===== config.mk =====
export PLATFORM = sky130hd
export DESIGN_NAME = vm_transaction_ctrl
export DESIGN_NICKNAME = d
export VERILOG_FILES = /design/src/rtl/vm_pkg.sv /design/src/rtl/vm_coin_accumulator.sv /design/src/rtl/vm_transaction_ctrl.sv
export SDC_FILE = /design/constraint.sdc
export NUM_CORES = 1
export LEC_CHECK = 0
export ABC_CLOCK_PERIOD_IN_PS = 2500
export CORE_UTILIZATION = 35
export CTS_BUF_LIST = sky130_fd_sc_hd__clkbuf_16
export DETAILED_ROUTE_END_ITERATION = 16
export GPL_TIMING_DRIVEN = 0
export PLACE_DENSITY_LB_ADDON = 0.15
export SETUP_SLACK_MARGIN = 0.1
export SYNTH_ARGS = -nofsm -noshare
export SYNTH_HDL_FRONTEND = slang
export SYNTH_SLANG_ARGS = --single-unit
export TNS_END_PERCENT = 50

===== constraint.sdc =====
create_clock -name clk -period 2.5 [get_ports clk]
set_input_delay 0.375 -clock clk [delete_from_list [all_inputs] [get_ports clk]]
set_output_delay 0.375 -clock clk [all_outputs]
set_load 0.1 [all_outputs]

===== src/rtl/vm_pkg.sv =====
// Shared encodings, money width and coin values for the vending-machine
// transaction controller.
package vm_pkg;

   localparam int              MONEY_W   = 12;
   localparam logic [MONEY_W-1:0] MONEY_MAX = 12'd4095;

   localparam logic [7:0] NICKEL_C  = 8'd5;
   localparam logic [7:0] DIME_C    = 8'd10;
   localparam logic [7:0] QUARTER_C = 8'd25;
   localparam logic [7:0] HALF_C    = 8'd50;
   localparam logic [7:0] DOLLAR_C  = 8'd100;

   typedef enum logic [2:0] {
      S_IDLE     = 3'd0,
      S_PAY      = 3'd1,
      S_DISPENSE = 3'd2,
      S_CHANGE   = 3'd3,
      S_REFUND   = 3'd4
   } vm_state_e;

   typedef struct packed {
      logic nickel;
      logic dime;
      logic quarter;
      logic half_dollar;
      logic dollar;
   } coins_t;

   // Credit never wraps: a full machine keeps reporting the ceiling value.
   function automatic logic [MONEY_W-1:0] sat_add(input logic [MONEY_W-1:0] a,
                                                  input logic [7:0]         b);
      logic [MONEY_W:0] sum;
      sum = {1'b0, a} + (MONEY_W+1)'(b);
      return (sum > {1'b0, MONEY_MAX}) ? MONEY_MAX : sum[MONEY_W-1:0];
   endfunction

endpackage


===== src/rtl/vm_coin_accumulator.sv =====
// Adds every coin asserted this cycle to the running credit, with saturation.
module vm_coin_accumulator
   import vm_pkg::*;
(
   input  logic [MONEY_W-1:0] total_in,
   input  coins_t             coins,
   output logic [MONEY_W-1:0] total_out,
   output logic               any_coin
);

   logic [7:0] coin_sum;

   // Worst case all five coins together is 190, so eight bits never overflow.
   always_comb begin
      coin_sum = (coins.nickel      ? NICKEL_C  : 8'd0)
               + (coins.dime        ? DIME_C    : 8'd0)
               + (coins.quarter     ? QUARTER_C : 8'd0)
               + (coins.half_dollar ? HALF_C    : 8'd0)
               + (coins.dollar      ? DOLLAR_C  : 8'd0);
   end

   assign any_coin  = |coins;
   assign total_out = sat_add(total_in, coin_sum);

endmodule


===== src/rtl/vm_transaction_ctrl.sv =====
// Vending-machine transaction FSM: selection, payment with inactivity timeout,
// dispense, and change/refund handshakes.
module vm_transaction_ctrl
   import vm_pkg::*;
#(
   parameter int TIMEOUT_CYCLES = 1000
) (
   input  logic               clk,
   input  logic               reset,
   input  logic               item_selection_valid,
   input  logic [MONEY_W-1:0] item_price,
   input  logic               nickel,
   input  logic               dime,
   input  logic               quarter,
   input  logic               half_dollar,
   input  logic               dollar,
   input  logic               cancel,
   input  logic               dispense_done,
   input  logic               change_done,
   output logic               selection_en,
   output logic               payment_en,
   output logic               dispense_start,
   output logic               change_start,
   output logic [MONEY_W-1:0] change_amount,
   output logic [MONEY_W-1:0] total_money,
   output logic               coin_reject,
   output logic [2:0]         state
);

   localparam int               CNT_W    = $clog2(TIMEOUT_CYCLES);
   localparam logic [CNT_W-1:0] CNT_LAST = CNT_W'(TIMEOUT_CYCLES - 1);

   vm_state_e          state_q, state_d;
   logic [MONEY_W-1:0] price_q, price_d;
   logic [MONEY_W-1:0] total_q, total_d;
   logic [MONEY_W-1:0] change_amount_q, change_amount_d;
   logic [CNT_W-1:0]   cnt_q, cnt_d;
   logic               dispense_start_q, dispense_start_d;
   logic               change_start_q, change_start_d;
   logic               coin_reject_q, coin_reject_d;
   logic [MONEY_W-1:0] acc_total;
   logic               any_coin;
   logic               go_refund;

   vm_coin_accumulator u_acc (
      .total_in  (total_q),
      .coins     ('{nickel: nickel, dime: dime, quarter: quarter,
                    half_dollar: half_dollar, dollar: dollar}),
      .total_out (acc_total),
      .any_coin  (any_coin)
   );

   always_comb begin
      // NOTE: every variable gets a default first so no path can infer a latch.
      state_d          = state_q;
      price_d          = price_q;
      total_d          = total_q;
      change_amount_d  = change_amount_q;
      cnt_d            = '0;
      dispense_start_d = 1'b0;
      change_start_d   = 1'b0;
      coin_reject_d    = any_coin && (state_q != S_PAY);
      go_refund        = 1'b0;

      case (state_q)
         S_IDLE: begin
            if (item_selection_valid && (item_price != '0)) begin
               price_d = item_price;
               state_d = S_PAY;
            end
         end
         S_PAY: begin
            // Exit decisions use registered credit; this cycle's coins still count.
            total_d = acc_total;
            cnt_d   = any_coin ? '0 : cnt_q + CNT_W'(1);
            if (cancel) begin
               go_refund = 1'b1;
            end else if (total_q >= price_q) begin
               state_d          = S_DISPENSE;
               dispense_start_d = 1'b1;
            end else if (cnt_q == CNT_LAST) begin
               go_refund = 1'b1;
            end
            if (go_refund) begin
               state_d         = S_REFUND;
               change_amount_d = acc_total;
               change_start_d  = (acc_total != '0);
            end
         end
         S_DISPENSE: begin
            if (dispense_done) begin
               change_amount_d = total_q - price_q;
               if (total_q == price_q) begin
                  state_d = S_IDLE;
                  total_d = '0;
                  price_d = '0;
               end else begin
                  state_d        = S_CHANGE;
                  change_start_d = 1'b1;
               end
            end
         end
         S_CHANGE, S_REFUND: begin
            // An empty refund has nothing to hand back, so it skips the handshake.
            if (change_done || ((state_q == S_REFUND) && (change_amount_q == '0))) begin
               state_d = S_IDLE;
               total_d = '0;
               price_d = '0;
            end
         end
         default: state_d = S_IDLE;
      endcase
   end

   always_ff @(posedge clk or negedge reset) begin
      if (!reset) begin
         state_q          <= S_IDLE;
         price_q          <= '0;
         total_q          <= '0;
         change_amount_q  <= '0;
         cnt_q            <= '0;
         dispense_start_q <= 1'b0;
         change_start_q   <= 1'b0;
         coin_reject_q    <= 1'b0;
      end else begin
         // NOTE: non-blocking assignments so every flop samples pre-edge values.
         state_q          <= state_d;
         price_q          <= price_d;
         total_q          <= total_d;
         change_amount_q  <= change_amount_d;
         cnt_q            <= cnt_d;
         dispense_start_q <= dispense_start_d;
         change_start_q   <= change_start_d;
         coin_reject_q    <= coin_reject_d;
      end
   end

   assign selection_en   = (state_q == S_IDLE);
   assign payment_en     = (state_q == S_PAY);
   assign dispense_start = dispense_start_q;
   assign change_start   = change_start_q;
   assign change_amount  = change_amount_q;
   assign total_money    = total_q;
   assign coin_reject    = coin_reject_q;
   assign state          = state_q;

endmodule

# Word level (Yosys, flattened, before mapping)
# Cells that the tools add are included.
[totals] reg_bits=52 inputBits=23 out_inout_bits=32 word_cells=84
[classes] n_addsub=7 magnitude_cmp=2 n_eq_ne=14 mux=36 reduce_logical=17
[ops] op="$mux 12" n=7
[ops] op="$pmux 12 s3" n=2
[ops] op="$add 8x8->8" n=4
[ops] op="$pmux 12 s2" n=1
[ops] op="$reduce_bool 12->1" n=2
[ops] op="$mux 3" n=7
[ops] op="$mux 10" n=2
[ops] op="$add 12x8->13" n=1
[ops] op="$gt 13x12->1 const B" n=1
[ops] op="$eq 12x12->1" n=1
[ops] op="$ge 12x12->1" n=1
[ops] op="$logic_not 12->1" n=1
[ops] op="$pmux 3 s4" n=1
[ops] op="$sub 12x12->12" n=1
[ops] op="$add 10x1->10 const B" n=1
[ops] op="$eq 10x10->1 const B" n=1
[ops] op="$mux 1" n=10
[ops] op="$reduce_and 5->1" n=2
[ops] op="$mux 7" n=1
[ops] op="$eq 3x2->1 const B" n=2
[ops] op="$mux 6" n=1
[ops] op="$ne 2x2->1 const B" n=3
[ops] op="$ne 3x1->1 const B" n=2
[ops] op="$reduce_bool 3->1" n=2
[ops] op="16 further kinds" n=19

# Longest topological paths before layout
# Gate-level depths: netlist of the first run.
[depth] depth_word=11 ltp_mapped=19 depth_no_buf=17

# By module
# From an unflattened synthesis of the first run, not the netlist that was laid out.
[hier_totals] hier_cells=456 hier_area_um2=3937.5
[modules_own_cells] mod="vm_transaction_ctrl" instances=1 cells_per_inst=354 area_each_um2=3129.3 seq_area_each_um2=1301.2
[modules_own_cells] mod="vm_coin_accumulator" instances=1 cells_per_inst=102 area_each_um2=808.3 seq_area_each_um2=0.0

# Least setup slack after synthesis of the first run
# No wires, ideal clock.
[synth_path] path_kind="reg2reg" startpoint="reg state_q[0], in the netlist state[0]" endpoint="reg price_q[10]" setup_time_ns=0.123 arrival_ns=3.917 required_time_ns=2.377 slack_ns=-1.540 stages_incl_launch_ff=7 path_buffers=2 period_less_slack_ns=4.040 path_cell_list="dfrtp_1 -> nor3_1 -> a21o_1 -> and3b_1 -> buf_6 -> buf_12 -> mux2i_1"
[synth_via] word_cells_on_any_way=14 cone_classes="eq/ne: 7; mux: 1; reduce/logical: 6"
[synth_lines] item="from (decl)" line_no="vm_transaction_ctrl.sv:33" rtl="vm_state_e state_q, state_d;"
[synth_lines] item="from (signal assigned)" line_no="vm_transaction_ctrl.sv:127" rtl="state_q <= state_d;"
[synth_lines] item="$logic_not 3->1 *"
[synth_lines] item="via selection_en" line_no="vm_transaction_ctrl.sv:20" rtl="output logic selection_en,"
[synth_lines] item="$ne 2x1->1 (no source line) or $reduce_bool 3->1 (tied branches)"
[synth_lines] item="$reduce_and 5->1 (no source line)"
[synth_lines] item="to (signal assigned)" line_no="vm_transaction_ctrl.sv:128" rtl="price_q <= price_d;"
[synth_lines] item="to (decl)" line_no="vm_transaction_ctrl.sv:34" rtl="logic [MONEY_W-1:0] price_q, price_d;"
# Mark *: on every way through the listed nets, which the timed path passes. The rest lies on a longest branch.
# A chain may end at the register's enable or synchronous reset.

# Worst setup path in the final report of the first run
[layout_path] startpoint="in quarter" endpoint="reg change_start_q, in the netlist change_start"
[layout_via] elab_chain_len=10
[layout_lines] item="from (decl)" line_no="vm_transaction_ctrl.sv:14" rtl="input logic quarter,"
[layout_lines] item="$mux 5 *" line_no="vm_coin_accumulator.sv:17" rtl="+ (coins.quarter ? QUARTER_C : 8'd0)"
[layout_lines] item="$add 8x8->8 *" line_no="vm_coin_accumulator.sv:17"
[layout_lines] item="$add 8x8->8 *" line_no="vm_coin_accumulator.sv:18" rtl="+ (coins.half_dollar ? HALF_C : 8'd0)"
[layout_lines] item="$add 8x8->8 *" line_no="vm_coin_accumulator.sv:19" rtl="+ (coins.dollar ? DOLLAR_C : 8'd0);"
[layout_lines] item="$add 12x8->13 *" line_no="vm_pkg.sv:34" rtl="sum = {1'b0, a} + (MONEY_W+1)'(b);"
[layout_lines] item="$gt 13x12->1" line_no="vm_pkg.sv:35" rtl="return (sum > {1'b0, MONEY_MAX}) ? MONEY_MAX : sum[MONEY_W-1:0];"
[layout_lines] item="$mux 12 *" line_no="vm_pkg.sv:35"
[layout_lines] item="$reduce_bool 12->1 *" line_no="vm_transaction_ctrl.sv:87" rtl="change_start_d = (acc_total != '0);"
[layout_lines] item="$mux 1 *" line_no="vm_transaction_ctrl.sv:84" rtl="if (go_refund) begin"
[layout_lines] item="$pmux 1 s2 *" line_no="vm_transaction_ctrl.sv:65" rtl="case (state_q)"
[layout_lines] item="via change_start_d" line_no="vm_transaction_ctrl.sv:39" rtl="logic change_start_q, change_start_d;"
[layout_lines] item="to (signal assigned)" line_no="vm_transaction_ctrl.sv:133" rtl="change_start_q <= change_start_d;"
[layout_lines] item="to (decl)" line_no="vm_transaction_ctrl.sv:39"
# Marks and branches as above.

==> results.txt, run 1 <==
----------------------------------------------------
[Setup path]
  Worst setup path startpoint ... quarter
  Critical path arrival ... 3.43 ns
  Setup crit end kind ... flop
  Setup slack of the worst register-to-register path ... -0.18 ns
  Logic depth of the worst register-to-register path ... 10
  Sort of element at the start of the critical path ... input pin
  Required time reported for the critical path endpoint ... between 2 and 3 ns
  R2R Path End ... change_amount[1]$_DFFE_PN0P_
  List of cells traversed by the critical path ... buf_8 -> ha_4 -> fa_2 -> a21o_1 -> a21oi_2 -> nor2b_1 -> nor2_1 -> nor2_1 -> nor2_1 -> xnor2_1 -> ha_1 -> buf_6 -> a211oi_2 -> a31oi_4 -> buf_4 -> buf_4 -> a31o_1 -> a31oi_4
  Endpoint of the most critical setup path ... change_start$_DFF_PN0_
  Peak per-stage delay on the critical path ... 0.37 ns
  Setup CP Type ... input pin to flop
  Most used cell along the critical path ... nor2_1
  Highest-delay cell along the critical path ... fa_2
  Reg-to-reg startpoint ... total_money[0]$_DFFE_PN0P_
  Critical path peak fanout ... 7

[Yosys]
  Count of state elements after synthesis ... 52
  Predominant post-synthesis flop cell ... dfrtp_1
  Syn Inst Count ... 442
  Mean post-synth cell area ... between 8 and 9 um2
  Total number of yosys warnings ... 0
  Cell type contributing the most total cell area after synthesis ... dfrtp_1
  Cells taking the most area after synthesis ... dfrtp_1 34%, ha_1 9.8%, nand2_1 5.6%
  Area share of the leading cell type in the synthesized netlist ... 33.85%
  Number of nets produced by synthesis ... 498
  Number of enable flip-flop cells after synthesis ... 0
  Share of flip-flops with an asynchronous set or reset after synthesis ... 100.0%
  Summed instance area of the synthesized netlist ... 3844 um2
  Post-synthesis cell type count ... 64
  Sequential element share of the synthesized area ... about 34%

[Drt]
  Routed vias ... roughly 3500
  DRC violation total after the first TritonRoute iteration ... 139
  WL/cell ... roughly 16 um
  Number of optimization iterations in the first detailed-route pass ... 4
  Post-detailed-route via-to-cell ratio ... 5.208
  Post-detailed-routing wire length ... 10.88 mm
  DRC errors left ... 0
  Post-route antenna net violation count ... 0

[Run status]
  Violations in the final reports ... setup timing
  Run status ... finished, violations left

[STA]
  Share of the clock period used by the worst path ... 128.7%
  Worst slew margin ... 34.46%
  Final setup slack of the worst path ... -0.7169 ns
  Worst hold slack ... between 0.1 and 0.15 ns
  Final Hold Violating Endpoints ... 0
  Transition time of the tightest slew-check pin ... 0.9801 ns
  Final setup vio count ... 25
  Maximum achievable frequency ... 0.3109 GHz
  RSZ-0062 raised after global routing ... true
  Fin crit period ... 3.217 ns
  Final sum of negative setup slack ... -14.19 ns
  Number of pins exceeding their max-slew limit in the final report ... 0
  Largest clock skew in the final design ... ~0.011 ns

[Die]
  Io pins ... 55
  Standard-cell row count ... 37
  Die span in y ... roughly 110 um
  Total Die Area ... 11410 um2
  Core area ... about 10000 um2
  Initial core utilization ... 36.74%
  Floorplan die width ... about 110 um

[Global route]
  Largest net degree at the start of global routing ... 32
  Tot GR Track Use ... 19.93%
  Initial antenna violation count ... 0
  Remaining global-route overflow ... 0
  Number of global-route vias before repair ... about 3500
  First-pass GRT wire length ... 17.78 mm

[Place]
  Worst Setup Slack post-DPL ... -1.636 ns
  Cell area after placement ... around 4700 um2
  Placed wire-length estimate ... 8.221 mm
  RePlAce Congestion ... 0.8643
  Buffers on Ports ... 54

[Final layout]
  Layout net count ... 586
  Register area ... 1328 um2
  Most common cell after layout, fill and taps aside ... nand2_1
  Fraction of layout cells with a size suffix above 1 ... 23.73%
  Area of the multi-input gates ... ~2700 um2
  Number of inserted filler cells in the final layout ... between 1000 and 1500
  Synthesis-to-finish area growth ... 39.71%
  Total inserted antenna cells ... 0
  Commonest non-fill, non-tap cells in the layout ... 56 x nand2_1, 46 x clkdlybuf4s50_1, 43 x nor2_1
  Post-layout instance area ... 5370 um2

[Clocking]
  Cts-stage hold buffer count ... 0
  Count of H-tree levels built during CTS ... 2
  Clock tree from TritonCTS ... done
  Sinks on the clock net ... 52
  Latest clock arrival within the worst-skew pair ... ~0.29 ns
  Maximum clock path buffer count ... 2
  Root buffer cell ... clkbuf_16
  Clock buffer count from CTS ... 5
  Register clock-pin slew on the reported worst setup and hold paths ... 0.07 ns

[Min path]
  Hold/Removal Path Class ... input pin to async pin

[Flow run]
  Number of violations of the max-capacitance limit ... 0

----------------------------------------------------
## layer usage
metal | global-route usage (%) | share of wire (%)
met1 | 28.23 | 49
met2 | 32.44 | 47
met3 | 2.796 | 3.5
met4 | 3.816 | 0.96
met5 | 0 | 0
## cells in the mapped netlist (3+ instances only)
| cell type | count |
|---|---|
| nand3_1 | 9 |
| o21ai_0 | 20 |
| clkbuf_1 | 7 |
| and3_1 | 3 |
| nand2_1 | 57 |
| xor2_1 | 8 |
| ha_1 | 30 |
| a31oi_1 | 8 |
| nand2b_1 | 12 |
| o211ai_1 | 4 |
| nor2b_1 | 5 |
| a211oi_1 | 3 |
| dfrtp_1 | 52 |
| nor4_1 | 3 |
| mux2i_1 | 15 |
| xnor2_1 | 16 |
| a21o_1 | 9 |
| nor3_1 | 9 |
| nor4_2 | 3 |
| o21bai_1 | 3 |
| nor2_1 | 45 |
| o21ai_1 | 10 |
| inv_1 | 28 |
| buf_4 | 3 |
| a21oi_1 | 27 |
| a22o_1 | 3 |
| fa_1 | 3 |
## metrics by stage
stage	cells	utilization [%]
5_1_grt	667	51.33
6_report	667	51.33
2_1_floorplan	442	-
4_1_cts	658	48.64
3_3_place_gp	632	44.34
3_5_place_dp	633	44.56
## sequential cells by signal (all words and copies together), names as in the netlist
name and count:
change_start 1, dispense_start 1, price_q 12, state 3, change_amount 12, coin_reject 1, cnt_q 10, total_money 12
## logic make-up (layout without fill, tap and decap cells)
logic type	count (synthesis)	count (layout)	synth area share, %
multiplexers	18	18	4.785
XOR/XNOR	24	24	5.469
AND/OR/NAND/NOR	164	164	21.06
AO/OA/AOI/OAI	110	110	18.56
buffers and inverters	41	130	4.948
flip-flops	52	52	33.85
adder cells (fa/ha/maj)	33	33	11.33
## how the worst min path moves through the flow
| stage | from | to | slack [ns] | cells after the start |
|---|---|---|---|---|
| floorplan | reset | change_amount[0]$_DFFE_PN0P_ | 0.08 | 0 |
| global placement | cnt_q[0]$_DFF_PN0_ | cnt_q[0]$_DFF_PN0_ | 0.45 | 1 |
| finish | reset | cnt_q[7]$_DFF_PN0_ | 0.14 | 1 |
| global route | reset | cnt_q[7]$_DFF_PN0_ | 0.20 | 1 |
| detailed placement | cnt_q[0]$_DFF_PN0_ | cnt_q[0]$_DFF_PN0_ | 0.45 | 1 |
| CTS | reset | cnt_q[5]$_DFF_PN0_ | 0.17 | 1 |
## layout make-up
| cell class | instances | area share, % |
|---|---|---|
| inverters | 28 | 1.957 |
| clock inverters | 3 | 0.5126 |
| well taps | 136 | 3.169 |
| flip-flops and latches | 52 | 24.72 |
| clock buffers | 5 | 2.330 |
| multi-input cells | 349 | 50.58 |
| repair buffers | 81 | 14.68 |
| plain buffers | 13 | 2.050 |
## worst max-delay path, delay by kind of cell
kind                       cells  cell delay [ns]
AOI/OAI and AO/OA              6             1.26
adders and majority gates      3             0.78
buffers and inverters          4             0.52
and+or+nand+nor                4             0.35
xor gates and xnor gates       1             0.14
## what timing repair did
item,4_1_cts,5_1_grt
setup endpoints to repair,38,37
gates cloned,0,0
endpoints found under the hold margin,0,0
pin swaps,30,24
gates resized for setup,68,44
buffers inserted,17,9
Power of run 1 is not shown: default switching activity piles up to over one toggle a cycle in this logic, so the estimate is an artifact.
==> run 2, diff against run 1 <==
Settings changed: CTS_CLUSTER_DIAMETER set to 150.
==> results of run 2 <==
Same layout as run 1: the final DEF is identical, and so are final timing and power.
Power of run 2 is left out for the same reason.
==> run 3, diff against run 2 <==
Settings changed: REMOVE_ABC_BUFFERS set to 1.
==> results.txt, run 3 (synthesis gave the netlist of run 1 again) <==
----------------------------------------------------
[Run status]
  Run status ... finished, violations left (unchanged)
  Violations in the final reports ... setup timing (unchanged)

[STA]
  Worst hold slack ... 0.008834 ns (was 0.1393 ns)
  Number of pins exceeding their max-slew limit in the final report ... 0 (unchanged)
  Worst slew margin ... 32.81% (was 34.46%)
  Final setup vio count ... 25 (unchanged)
  Share of the clock period used by the worst path ... 123.3% (was 128.7%)
  Final sum of negative setup slack ... -11.00 ns (was -14.19 ns)
  RSZ-0062 raised after global routing ... true (unchanged)
  Maximum achievable frequency ... 0.3243 GHz (was 0.3109 GHz)
  Fin crit period ... 3.083 ns (was 3.217 ns)
  Largest clock skew in the final design ... 0.005300 ns (was 0.01149 ns)
  Final Hold Violating Endpoints ... 0 (unchanged)
  Final setup slack of the worst path ... -0.5834 ns (was -0.7169 ns)
  Transition time of the tightest slew-check pin ... 1.008 ns (was 0.9801 ns)

[Setup path]
  Peak per-stage delay on the critical path ... 0.28 ns (was 0.37 ns)
  Highest-delay cell along the critical path ... mux2_4 (was fa_2)
  Sort of element at the start of the critical path ... input pin (unchanged)
  Required time reported for the critical path endpoint ... 2.68 ns (was 2.71 ns)
  Setup crit end kind ... flop (unchanged)
  List of cells traversed by the critical path ... clkbuf_4 -> ha_4 -> a21o_1 -> a21oi_2 -> o21bai_1 -> a21oi_2 -> xor2_2 -> ha_4 -> a21oi_4 -> o21ai_2 -> a41oi_4 -> buf_6 -> buf_12 -> nor3b_4 -> a211oi_2 -> a21oi_1 -> mux2_4 (was buf_8 -> ha_4 -> fa_2 -> a21o_1 -> a21oi_2 -> nor2b_1 -> nor2_1 -> nor2_1 -> nor2_1 -> xnor2_1 -> ha_1 -> buf_6 -> a211oi_2 -> a31oi_4 -> buf_4 -> buf_4 -> a31o_1 -> a31oi_4)
  Bufs and invs on worst path ... 3 (was 4)
  Setup CP Type ... input pin to flop (unchanged)
  Crit. path cell count ... 17 (was 18)
  Critical path arrival ... 3.26 ns (was 3.43 ns)
  Logic depth of the worst register-to-register path ... 7 (was 10)
  Critical path peak fanout ... 5 (was 7)
  Cell family contributing the most delay on the critical path ... compound AO/OA/AOI/OAI gates (unchanged)

[Clocking]
  Sinks on the clock net ... 52 (unchanged)
  Register clock-pin slew on the reported worst setup and hold paths ... 0.07 ns (about the same)
  Maximum clock path buffer count ... 2 (unchanged)
  Clock buffer count from CTS ... 5 (unchanged)
  Count of H-tree levels built during CTS ... 2 (unchanged)
  Clock tree from TritonCTS ... done (unchanged)
  Cts-stage hold buffer count ... 0 (unchanged)
  Latest clock arrival within the worst-skew pair ... 0.29 ns (about the same)
  Root buffer cell ... clkbuf_16 (unchanged)

[Final layout]
  Final Instance Count excl. Fillers ... 650 (was 667)
  Fraction of layout cells with a size suffix above 1 ... 19.65% (was 23.73%)
  Most common cell after layout, fill and taps aside ... nand2_1 (unchanged)
  Layout net count ... 569 (was 586)
  Synthesis-to-finish area growth ... 34.90% (was 39.71%)
  Post-layout instance area ... 5185 um2 (was 5370 um2)
  Total inserted antenna cells ... 0 (unchanged)
  Commonest non-fill, non-tap cells in the layout ... 54 x nand2_1, 50 x dfrtp_1, 43 x nor2_1 (was 56 x nand2_1, 46 x clkdlybuf4s50_1, 43 x nor2_1)

[Drt]
  DRC violation total after the first TritonRoute iteration ... 210 (was 139)
  DRC errors left ... 0 (unchanged)
  Number of optimization iterations in the first detailed-route pass ... 4 (unchanged)
  Post-detailed-route via-to-cell ratio ... 5.303 (was 5.208)
  Post-route antenna net violation count ... 0 (unchanged)
  Post-detailed-routing wire length ... 10.81 mm (was 10.88 mm)
  Routed vias ... 3447 (was 3474)
  WL/cell ... 16.63 um (was 16.31 um)

[Die]
  Total Die Area ... 11410 um2 (unchanged)
  Core area ... 10460 um2 (unchanged)
  Floorplan die width ... 106.8 um (unchanged)
  Die span in y ... 106.8 um (unchanged)
  Io pins ... 55 (unchanged)
  Initial core utilization ... 36.74% (unchanged)
  Standard-cell row count ... 37 (unchanged)

[Global route]
  Largest net degree at the start of global routing ... 38 (was 32)
  Number of global-route vias before repair ... 3367 (was 3536)
  First-pass GRT wire length ... 17.04 mm (was 17.78 mm)
  Remaining global-route overflow ... 0 (unchanged)
  Initial antenna violation count ... 0 (unchanged)
  Tot GR Track Use ... 19.12% (was 19.93%)

[Place]
  Placed wire-length estimate ... 7.559 mm (was 8.221 mm)
  Placed instance count ... 620 (was 633)
  Cell area after placement ... 4484 um2 (was 4662 um2)
  Buffers on Ports ... 54 (unchanged)
  RePlAce Congestion ... 0.8401 (was 0.8643)

[Flow run]
  Number of violations of the max-capacitance limit ... 0 (unchanged)

[Min path]
  Hold/Removal Path Class ... input pin to async pin (unchanged)

----------------------------------------------------
## run 3: timing repair
item | CTS | global route
setup endpoints to repair | 42 | 43
setup buffers | 19 | 3
gates resized for setup | 80 | 50
gates cloned | 1 | 0
pin swaps | 31 | 33
## run 3: cell type report
type | count | area (um2)
Sequential cell | 52 | 1304
Fill cell | 1018 | 5278
Tap cell | 136 | 170.2
Multi-Input combinational cell | 350 | 2716
Clock inverter | 3 | 15.01
Clock buffer | 5 | 125.1
Inverter | 28 | 108.9
Timing Repair Buffer | 76 | 745.7
## run 3: worst paths after layout
path,from,to,slack (ns)
hold reg to reg,cnt_q[0]$_DFF_PN0_,cnt_q[0]$_DFF_PN0_,0.47
min in group clk,cnt_q[0]$_DFF_PN0_,cnt_q[0]$_DFF_PN0_,0.47
hold / removal,reset,cnt_q[7]$_DFF_PN0_,0.009
max in group asynchronous,reset,total_money[10]$_DFFE_PN0P_,1.94
setup reg to reg,total_money[9]$_DFFE_PN0P_,change_amount[0]$_DFFE_PN0P_,-0.32
setup / recovery,dime,change_amount[9]$_DFFE_PN0P_,-0.58
## run 3: through the flow
| stage | util, % | setup WS [ns] |
|---|---|---|
| floorplan | - | -1.556 |
| global route | 49.56 | -0.7276 |
| CTS | 47.36 | -0.6294 |
| detailed placement | 42.86 | -1.840 |
| finish | 49.56 | -0.5834 |
| global placement | 42.72 | -1.777 |
## run 3: routing by layer
metal | vias to the layer above | wire length (um) | global-route usage, %
li1 | 1702 | - | -
met1 | 1664 | 5154 | 26.30
met2 | 66 | 5079 | 31.11
met3 | 15 | 375 | 2.675
met4 | 0 | 199 | 5.773
met5 | - | 0 | 0
## run 3: worst reg2reg max path: cells and delay by family, from the launching register on
| kind | cells | cell delay (ns) |
|---|---|---|
| muxes | 1 | 0.39 |
| and+or+nand+nor | 1 | 0.24 |
| AOI/OAI and AO/OA | 4 | 1.16 |
| DFF | 1 | 0.51 |
| adders and majority gates | 1 | 0.42 |
Power of run 3 is left out for the same reason.
